<file path="src/rtl/mem_port_arbiter.sv">
// Arbiter/sequencer for the unified single-ported memory shared by instruction
// fetch and the MEM stage; data accesses win because they belong to the older instruction.
module mem_port_arbiter #(
  parameter int ADDR_W      = 64,
  parameter int DATA_W      = 64,
  parameter int TIMEOUT_CYC = 16
) (
  input  logic              clk_i,
  input  logic              rst_i,
  // fetch port
  input  logic              if_req_i,
  input  logic [ADDR_W-1:0] if_addr_i,
  output logic [DATA_W-1:0] if_rdata_o,
  output logic              if_ack_o,
  // data port
  input  logic              dm_read_i,
  input  logic              dm_write_i,
  input  logic [ADDR_W-1:0] dm_addr_i,
  input  logic [DATA_W-1:0] dm_wdata_i,
  output logic [DATA_W-1:0] dm_rdata_o,
  output logic              dm_ack_o,
  // memory side
  output logic              mem_req_o,
  output logic              mem_we_o,
  output logic [ADDR_W-1:0] mem_addr_o,
  output logic [DATA_W-1:0] mem_wdata_o,
  input  logic [DATA_W-1:0] mem_rdata_i,
  input  logic              mem_done_i,
  // pipeline control
  output logic              stall_if_o,
  output logic              stall_mem_o,
  output logic              err_o,
  output logic [1:0]        dbg_state_o
);

  // Handshake: a requester raises its request and holds it (with stable
  // address/data) until its ack pulses for one cycle; memory sees a one-cycle
  // mem_req with address/data/we held until mem_done returns (one cycle).

  typedef enum logic [1:0] {
    IDLE  = 2'd0,
    GRANT = 2'd1,
    BUSY  = 2'd2,
    RESP  = 2'd3
  } state_t;

  localparam logic OWN_FETCH = 1'b0;
  localparam logic OWN_DATA  = 1'b1;
  localparam logic [7:0] TO_LAST = 8'(TIMEOUT_CYC - 1);

  state_t            state_q;
  logic              owner_q;
  logic [7:0]        cnt_q;
  logic              mem_req_q;
  logic              mem_we_q;
  logic [ADDR_W-1:0] mem_addr_q;
  logic [DATA_W-1:0] mem_wdata_q;
  logic [DATA_W-1:0] if_rdata_q;
  logic [DATA_W-1:0] dm_rdata_q;
  logic              if_ack_q;
  logic              dm_ack_q;
  logic              err_q;

  always_ff @(posedge clk_i) begin
    if (rst_i) begin
      state_q     <= IDLE;
      owner_q     <= OWN_FETCH;
      cnt_q       <= '0;
      mem_req_q   <= 1'b0;
      mem_we_q    <= 1'b0;
      mem_addr_q  <= '0;
      mem_wdata_q <= '0;
      if_rdata_q  <= '0;
      dm_rdata_q  <= '0;
      if_ack_q    <= 1'b0;
      dm_ack_q    <= 1'b0;
      err_q       <= 1'b0;
    end else begin
      mem_req_q <= 1'b0;
      if_ack_q  <= 1'b0;
      dm_ack_q  <= 1'b0;
      case (state_q)
        IDLE: begin
          if (dm_read_i || dm_write_i) begin
            state_q     <= GRANT;
            owner_q     <= OWN_DATA;
            mem_req_q   <= 1'b1;
            mem_we_q    <= dm_write_i;
            mem_addr_q  <= dm_addr_i;
            mem_wdata_q <= dm_wdata_i;
            // conflicting MemRead+MemWrite: the write is performed, flagged as error
            if (dm_read_i && dm_write_i) err_q <= 1'b1;
          end else if (if_req_i) begin
            state_q     <= GRANT;
            owner_q     <= OWN_FETCH;
            mem_req_q   <= 1'b1;
            mem_we_q    <= 1'b0;
            mem_addr_q  <= if_addr_i;
            mem_wdata_q <= '0;
          end
        end
        GRANT: begin
          state_q <= BUSY;
          cnt_q   <= '0;
        end
        BUSY: begin
          if (mem_done_i) begin
            state_q <= RESP;
            if (owner_q == OWN_FETCH) begin
              if_rdata_q <= mem_rdata_i;
              if_ack_q   <= 1'b1;
            end else begin
              if (!mem_we_q) dm_rdata_q <= mem_rdata_i;
              dm_ack_q <= 1'b1;
            end
          end else if (cnt_q == TO_LAST) begin
            // memory never answered: complete with zero data so the pipe can move on
            state_q <= RESP;
            err_q   <= 1'b1;
            if (owner_q == OWN_FETCH) begin
              if_rdata_q <= '0;
              if_ack_q   <= 1'b1;
            end else begin
              if (!mem_we_q) dm_rdata_q <= '0;
              dm_ack_q <= 1'b1;
            end
          end else begin
            cnt_q <= cnt_q + 8'd1;
          end
        end
        RESP: begin
          state_q <= IDLE;
        end
        default: begin
          state_q <= IDLE;
        end
      endcase
    end
  end

  assign if_rdata_o  = if_rdata_q;
  assign if_ack_o    = if_ack_q;
  assign dm_rdata_o  = dm_rdata_q;
  assign dm_ack_o    = dm_ack_q;
  assign mem_req_o   = mem_req_q;
  assign mem_we_o    = mem_we_q;
  assign mem_addr_o  = mem_addr_q;
  assign mem_wdata_o = mem_wdata_q;
  assign err_o       = err_q;
  assign dbg_state_o = state_q;

  assign stall_if_o  = if_req_i & ~if_ack_q;
  assign stall_mem_o = (dm_read_i | dm_write_i) & ~dm_ack_q;

endmodule

</file>
<file path="config.mk">
export PLATFORM = sky130hd
export DESIGN_NAME = mem_port_arbiter
export DESIGN_NICKNAME = d
export VERILOG_FILES = /design/src/rtl/mem_port_arbiter.sv
export SDC_FILE = /design/constraint.sdc
export NUM_CORES = 1
export LEC_CHECK = 0
export ABC_AREA = 1
export CAP_MARGIN = 40
export CORE_ASPECT_RATIO = 0.8
export CORE_MARGIN = 1.5
export CORE_UTILIZATION = 25
export CTS_CLUSTER_SIZE = 12
export DETAILED_ROUTE_END_ITERATION = 7
export GPL_ROUTABILITY_DRIVEN = 0
export GPL_TIMING_DRIVEN = 0
export PLACE_DENSITY = 0.57
export SETUP_SLACK_MARGIN = 0.5
export SYNTH_ARGS = -nofsm -noshare
export SYNTH_HDL_FRONTEND = slang
export SYNTH_SLANG_ARGS = --single-unit
</file>
<file path="constraint.sdc">
create_clock -name clk_i -period 1.8 [get_ports clk_i]
set_input_delay 0.36 -clock clk_i [delete_from_list [all_inputs] [get_ports clk_i]]
set_output_delay 0.36 -clock clk_i [all_outputs]
set_load 0.05 [all_outputs]
</file>
Word level (Yosys, flattened, before mapping)
Index checks and enable logic that the tools add are counted.
- register bits after elaboration: 272
- bits in latches: 0
- bits in writable memories: 0
- bits in read-only memories: 0
- output and inout bits: 265
- logic and storage cells: 86
- memories kept: 0
- $add $sub $neg: 1
- multipliers: 0
- div/mod/pow operators: 0
- order comparisons: 0
- eq/ne operators: 11
- shift-type cells: 0
- mux-type cells: 38
- bitwise operators: 9
- reductions and logical operators: 15
- operator list (kind ; number):
    64-bit two-way mux ; 14
    8-bit two-way mux ; 2
    8-bit one-hot mux with 2 select lines ; 1
    1-bit two-way mux ; 15
    2-bit inequality test (second input constant) ; 5
    8-bit by 1-bit adder with 8-bit output (second input constant) ; 1
    8-bit by 4-bit == test with 1-bit output (second input constant) ; 1
    2-bit two-way mux ; 4
    2-bit one-hot mux with 4 select lines ; 1
    2-bit nonzero test ; 4
    3-bit inequality test (second input constant) ; 2
    1-bit NOT ; 6
    3-bit AND reduction ; 2
    5-bit AND reduction ; 1
    2-bit == test (second input constant) ; 2
    2-bit AND reduction ; 2
    4-bit AND reduction ; 1
    2-bit OR reduction ; 2
    1-bit AND ; 2
    2-bit by 1-bit == test with 1-bit output (second input constant) ; 1
    2-bit zero test ; 1
    1-bit one-hot mux with 2 select lines ; 1
    1-bit logical AND ; 1
    1-bit logical OR ; 1
    1-bit bitwise OR ; 1

Logic depth before layout (Yosys ltp)
- word-level depth: 4
- mapped depth: 10

Worst setup path after synthesis
OpenSTA, ideal clock, no wires.
- kind: flip-flop to flip-flop
- start point: register state_q[0], in the netlist dbg_state_o[0]
- end point: register if_rdata_q[54], in the netlist if_rdata_o[54]
- arrival: 1767 ps
- required time: 1730 ps
- slack: -37 ps
- cell stages (with the launch flop): 9
- clock period less this slack: 1837 ps
- path through: dfxtp_1 -> inv_1 -> ha_1 -> inv_2 -> nor2_1 -> nand2_1 -> clkbuf_1 -> nand2_1 -> a21oi_1
- word-level cells in the longest chain between the ends: 2
- RTL lines (item ; RTL line ; RTL):
    from (decl) ; 51 ; state_t state_q;
    from (signal assigned) ; 66 ; state_q <= IDLE;
    from (signal assigned) ; 85 ; state_q <= GRANT;
    from (signal assigned) ; 94 ; state_q <= GRANT;
    2-bit == test ; 82 ; case (state_q)
    3-bit AND reduction (no line) ; -- ;
    to (signal assigned) ; 110 ; if_rdata_q <= mem_rdata_i;
    to (decl) ; 58 ; logic [DATA_W-1:0] if_rdata_q;
Every way passes these cells.
A chain may end at the register's enable or synchronous reset.

Worst setup path in the final report
- start point: register state_q[1], in the netlist dbg_state_o[1]
- end point: register mem_addr_q[18], in the netlist mem_addr_o[18]
- word-level cells in the longest chain between the ends: 2
- RTL lines (item ; RTL line ; RTL):
    2-bit zero test ; 82 ;
    2-bit AND reduction (no line) ; -- ;
    to (signal assigned) ; 89 ; mem_addr_q <= dm_addr_i;
    to (signal assigned) ; 98 ; mem_addr_q <= if_addr_i;
    to (decl) ; 56 ; logic [ADDR_W-1:0] mem_addr_q;
Every way passes these cells.

==> results.yml <==
outcome:
  status: "complete, no violations"
sta:
  min_period_over_period: 0.9164
  slew_headroom: 0.5239
  max_freq_mhz: 606.3
  final_hold_viol_count: 0
  fin_ws_ns: 0.1505
  tns_ns: 0
  hold_ws_ns: 0.3266
  finalSetupViolations: 0
  rsz0062_at_grt: "true"
  clock-skew-final_ns: 0.01739
  period_minus_slack_ns: 1.649
  worst_slew_pin_slew_ns: 0.7141
  maxSlewViolCount: 0
logic_synthesis:
  ys_ff_latch: 272
  synth_compound_area_frac: 0.1947
  syn_area_mm2: 0.01070
  synth.area.mux_share: 0
  syn-num-nets: 1721
  syn_avg_cell_area_um2: 7.351
  yosysTopAreaCellShare: 0.5091
  synth_top_family_by_area: "simple AND/OR/NAND/NOR gates"
  netlist_instances: 1455
  synth_fa_ha_area_frac: 0.004679
  synth_top_area_cell: "dfxtp_1"
  synth_area_leaders: "dfxtp_1, nand2_1, a21oi_1"
  yosys.area_share.simple: 0.2103
  ys_warn_count: 0
  synth_xor_area_frac: 0.001638
  seq_area_frac_synth: 0.5091
  synth.distinct_cells: 25
setup_path:
  crit_slowest_cell: "dfxtp_4"
  worstReg2RegStart: "dbg_state_o[1]"
  cp-end-kind: "register"
  path_delay_family: "buffers and inverters"
  cp_max_fo: 5
  crit_buf_inv: 5
  reg2reg_slack_ns: 0.15
  cp.required_ns: 2.29
  reg2regPathDepth: 9
  r2r_end: "mem_addr_o[18]"
  cpMostUsedCell: "buf_12"
  max_stage_delay_ns: 0.37
  crit_chain: "inv_4, ha_4, inv_6, a21oi_4, buf_12, buf_12, buf_8, o21ai_0, a31oi_1"
  crit_path_start_kind: "register"
  crit_arrival_ns: 2.14
  timing_worst_setup_path_type: "reg2reg"
global_route:
  grt_max_degree: 16
  track_usage: 0.2000
  grt_pass1_vias: 11881
  antenna_found_initial: 1
  grtUsageMet2: 0.3139
  grt_first_pass_wirelength_um: 68540
  met1_usage: 0.2551
  top_usage_layer: "met2"
  met3_usage: 0.06113
  grt-ovfl-total: 0
power:
  power.density_mw_per_mm2: 1481
  clock_power_share: 0.194
  switching_power_mw: 13.39
  combPwrFrac: 0.541
  ir_drop_mv: 1.281
  power.total_mw: 33.07
  swShare: 0.4049
  p_leak_nw: 9.120
  seqPwrFrac: 0.265
  internal-power_mw: 19.68
final_layout:
  drive_gt1_frac: 0.4563
  layout_commonest_cell: "nand2_1"
  mostFrequentLayoutCells: "nand2_1, buf_8, clkdlybuf4s50_1"
  synthToLayoutAreaGrowth_pct: 108.8
  fin_util: 0.5316
  final_nets: 2405
  final_area_mm2: 0.02233
  fin_cells: 2716
drt:
  vias: 12758
  wl_per_cell_um: 18.75
  drc: 0
  drtPass1Iterations: 5
  final_antenna_net_count: 0
  drt_wl_total_um: 50910
  via_per_inst: 4.697
  drtIter0Drc: 666
clock_tree:
  htree_levels: 1
  cts.sinks: 272
  clockBufferDepth: 3
  clk_latency_ns: 0.58
  numCtsBuffers: 31
  cts_root_buf: "clkbuf_16"
  cts_tree: "done"
  clk_pin_slew_ns: 0.06
floorplan:
  core_region_area_mm2: 0.04200
  die_x_um: 234.3
  chipHeight_um: 188
  start_util: 0.2547
  num_rows: 67
  die_area_mm2: 0.04404
  ios: 527
min_path:
  hp-class: "in2reg"
  min_to: "mem_wdata_o[6]"
  holdPathStages: 3
  hp-start: "dm_wdata_i[6]"
placement:
  numPlacedInstances: 2532
  placed_area_mm2: 0.01686
  detailedPlace.worstSlack_ns: -0.8213
  post-dp-hpwl_um: 34950
  port_buffers: 525
job:
  max-cap-violations: 0
## cell families after synthesis
family,Yosys count
simple gates,585
flops,272
compound gates,398
xor+xnor,2
buf+inv,194
fa+ha+maj,4
## worst min-delay path, delay by kind of cell
family,cells,cell delay (ns)
buffers and inverters,1,0.39
AND/OR/NAND/NOR,1,0.06
AO/OA/AOI/OAI,1,0.05
## sequential cells by signal, indices dropped and copies added (netlist names)
register	count
dbg_state_o	2
if_rdata_o	64
owner_q	1
mem_req_o	1
mem_addr_o	64
if_ack_o	1
mem_we_o	1
dm_rdata_o	64
mem_wdata_o	64
err_o	1
cnt_q	8
dm_ack_o	1
## timing repair
action                                 4_1_cts  5_1_grt
pin swaps                                    2       61
endpoints found under the hold margin        0        0
setup endpoints to repair                  535      537
gates resized for setup                   1172     1890
hold buffers                                 0        0
cloned                                       0       32
buffers inserted                             2       92
## worst max-delay path by stage
stage / from / endpoint / slack [ns] / cells past startpoint
6_report: dbg_state_o[1] / mem_addr_o[18] / 0.15 / 9
5_1_grt: dbg_state_o[1] / mem_addr_o[42] / 0.08 / 9
4_1_cts: dm_rdata_o[47] / dm_rdata_o[47] / 0.11 / 1
3_5_place_dp: dm_write_i / stall_mem_o / -0.82 / 5
3_3_place_gp: dm_write_i / stall_mem_o / -0.84 / 5
2_1_floorplan: cnt_q[1] / if_rdata_o[10] / 0.41 / 10
## cell usage after synthesis
cell type  instances
o21bai_1           1
dfxtp_1          272
nand3_1           13
nor2_1            18
buf_4              9
buf_6              6
a31o_2             1
inv_1             79
o21ai_0          128
nor2_2             2
nor3_2             1
a31oi_1           64
buf_2             35
buf_1              4
xor2_1             2
a21oi_1          203
nand4_1            2
ha_1               4
inv_2              2
a21oi_2            1
nand2_1          543
nand2_2            3
nor3_1             1
clkbuf_1          59
nand3_2            2
## routing by layer
layer	up-vias	routed length (um)
met4	0	2226
li1	6115	-
met3	127	4319
met2	485	23270
met1	6031	21100
met5	-	0
## final cells by class
| type | count | area, um^2 |
|---|---|---|
| Buffer | 113 | 1008 |
| Multi-Input combinational cell | 989 | 5281 |
| Inverter | 81 | 334.1 |
| Clock buffer | 47 | 947.2 |
| Sequential cell | 272 | 5848 |
| Fill cell | 3768 | 19670 |
| Tap cell | 552 | 690.7 |
| Clock inverter | 10 | 88.84 |
| Antenna cell | 1 | 2.502 |
| Timing Repair Buffer | 651 | 8125 |
## power by group through the flow
stage               Clock [mW]  Sequential, mW  Combinational (mW)
global route              6.86            8.88                18.7
detailed placement           0            8.02                11.9
finish                    6.41            8.78                17.9
floorplan                    0            11.9                3.55
CTS                       6.60            7.99                11.5
global placement             0            8.00                11.9
Note: power is estimated with default switching activity, not from simulation.
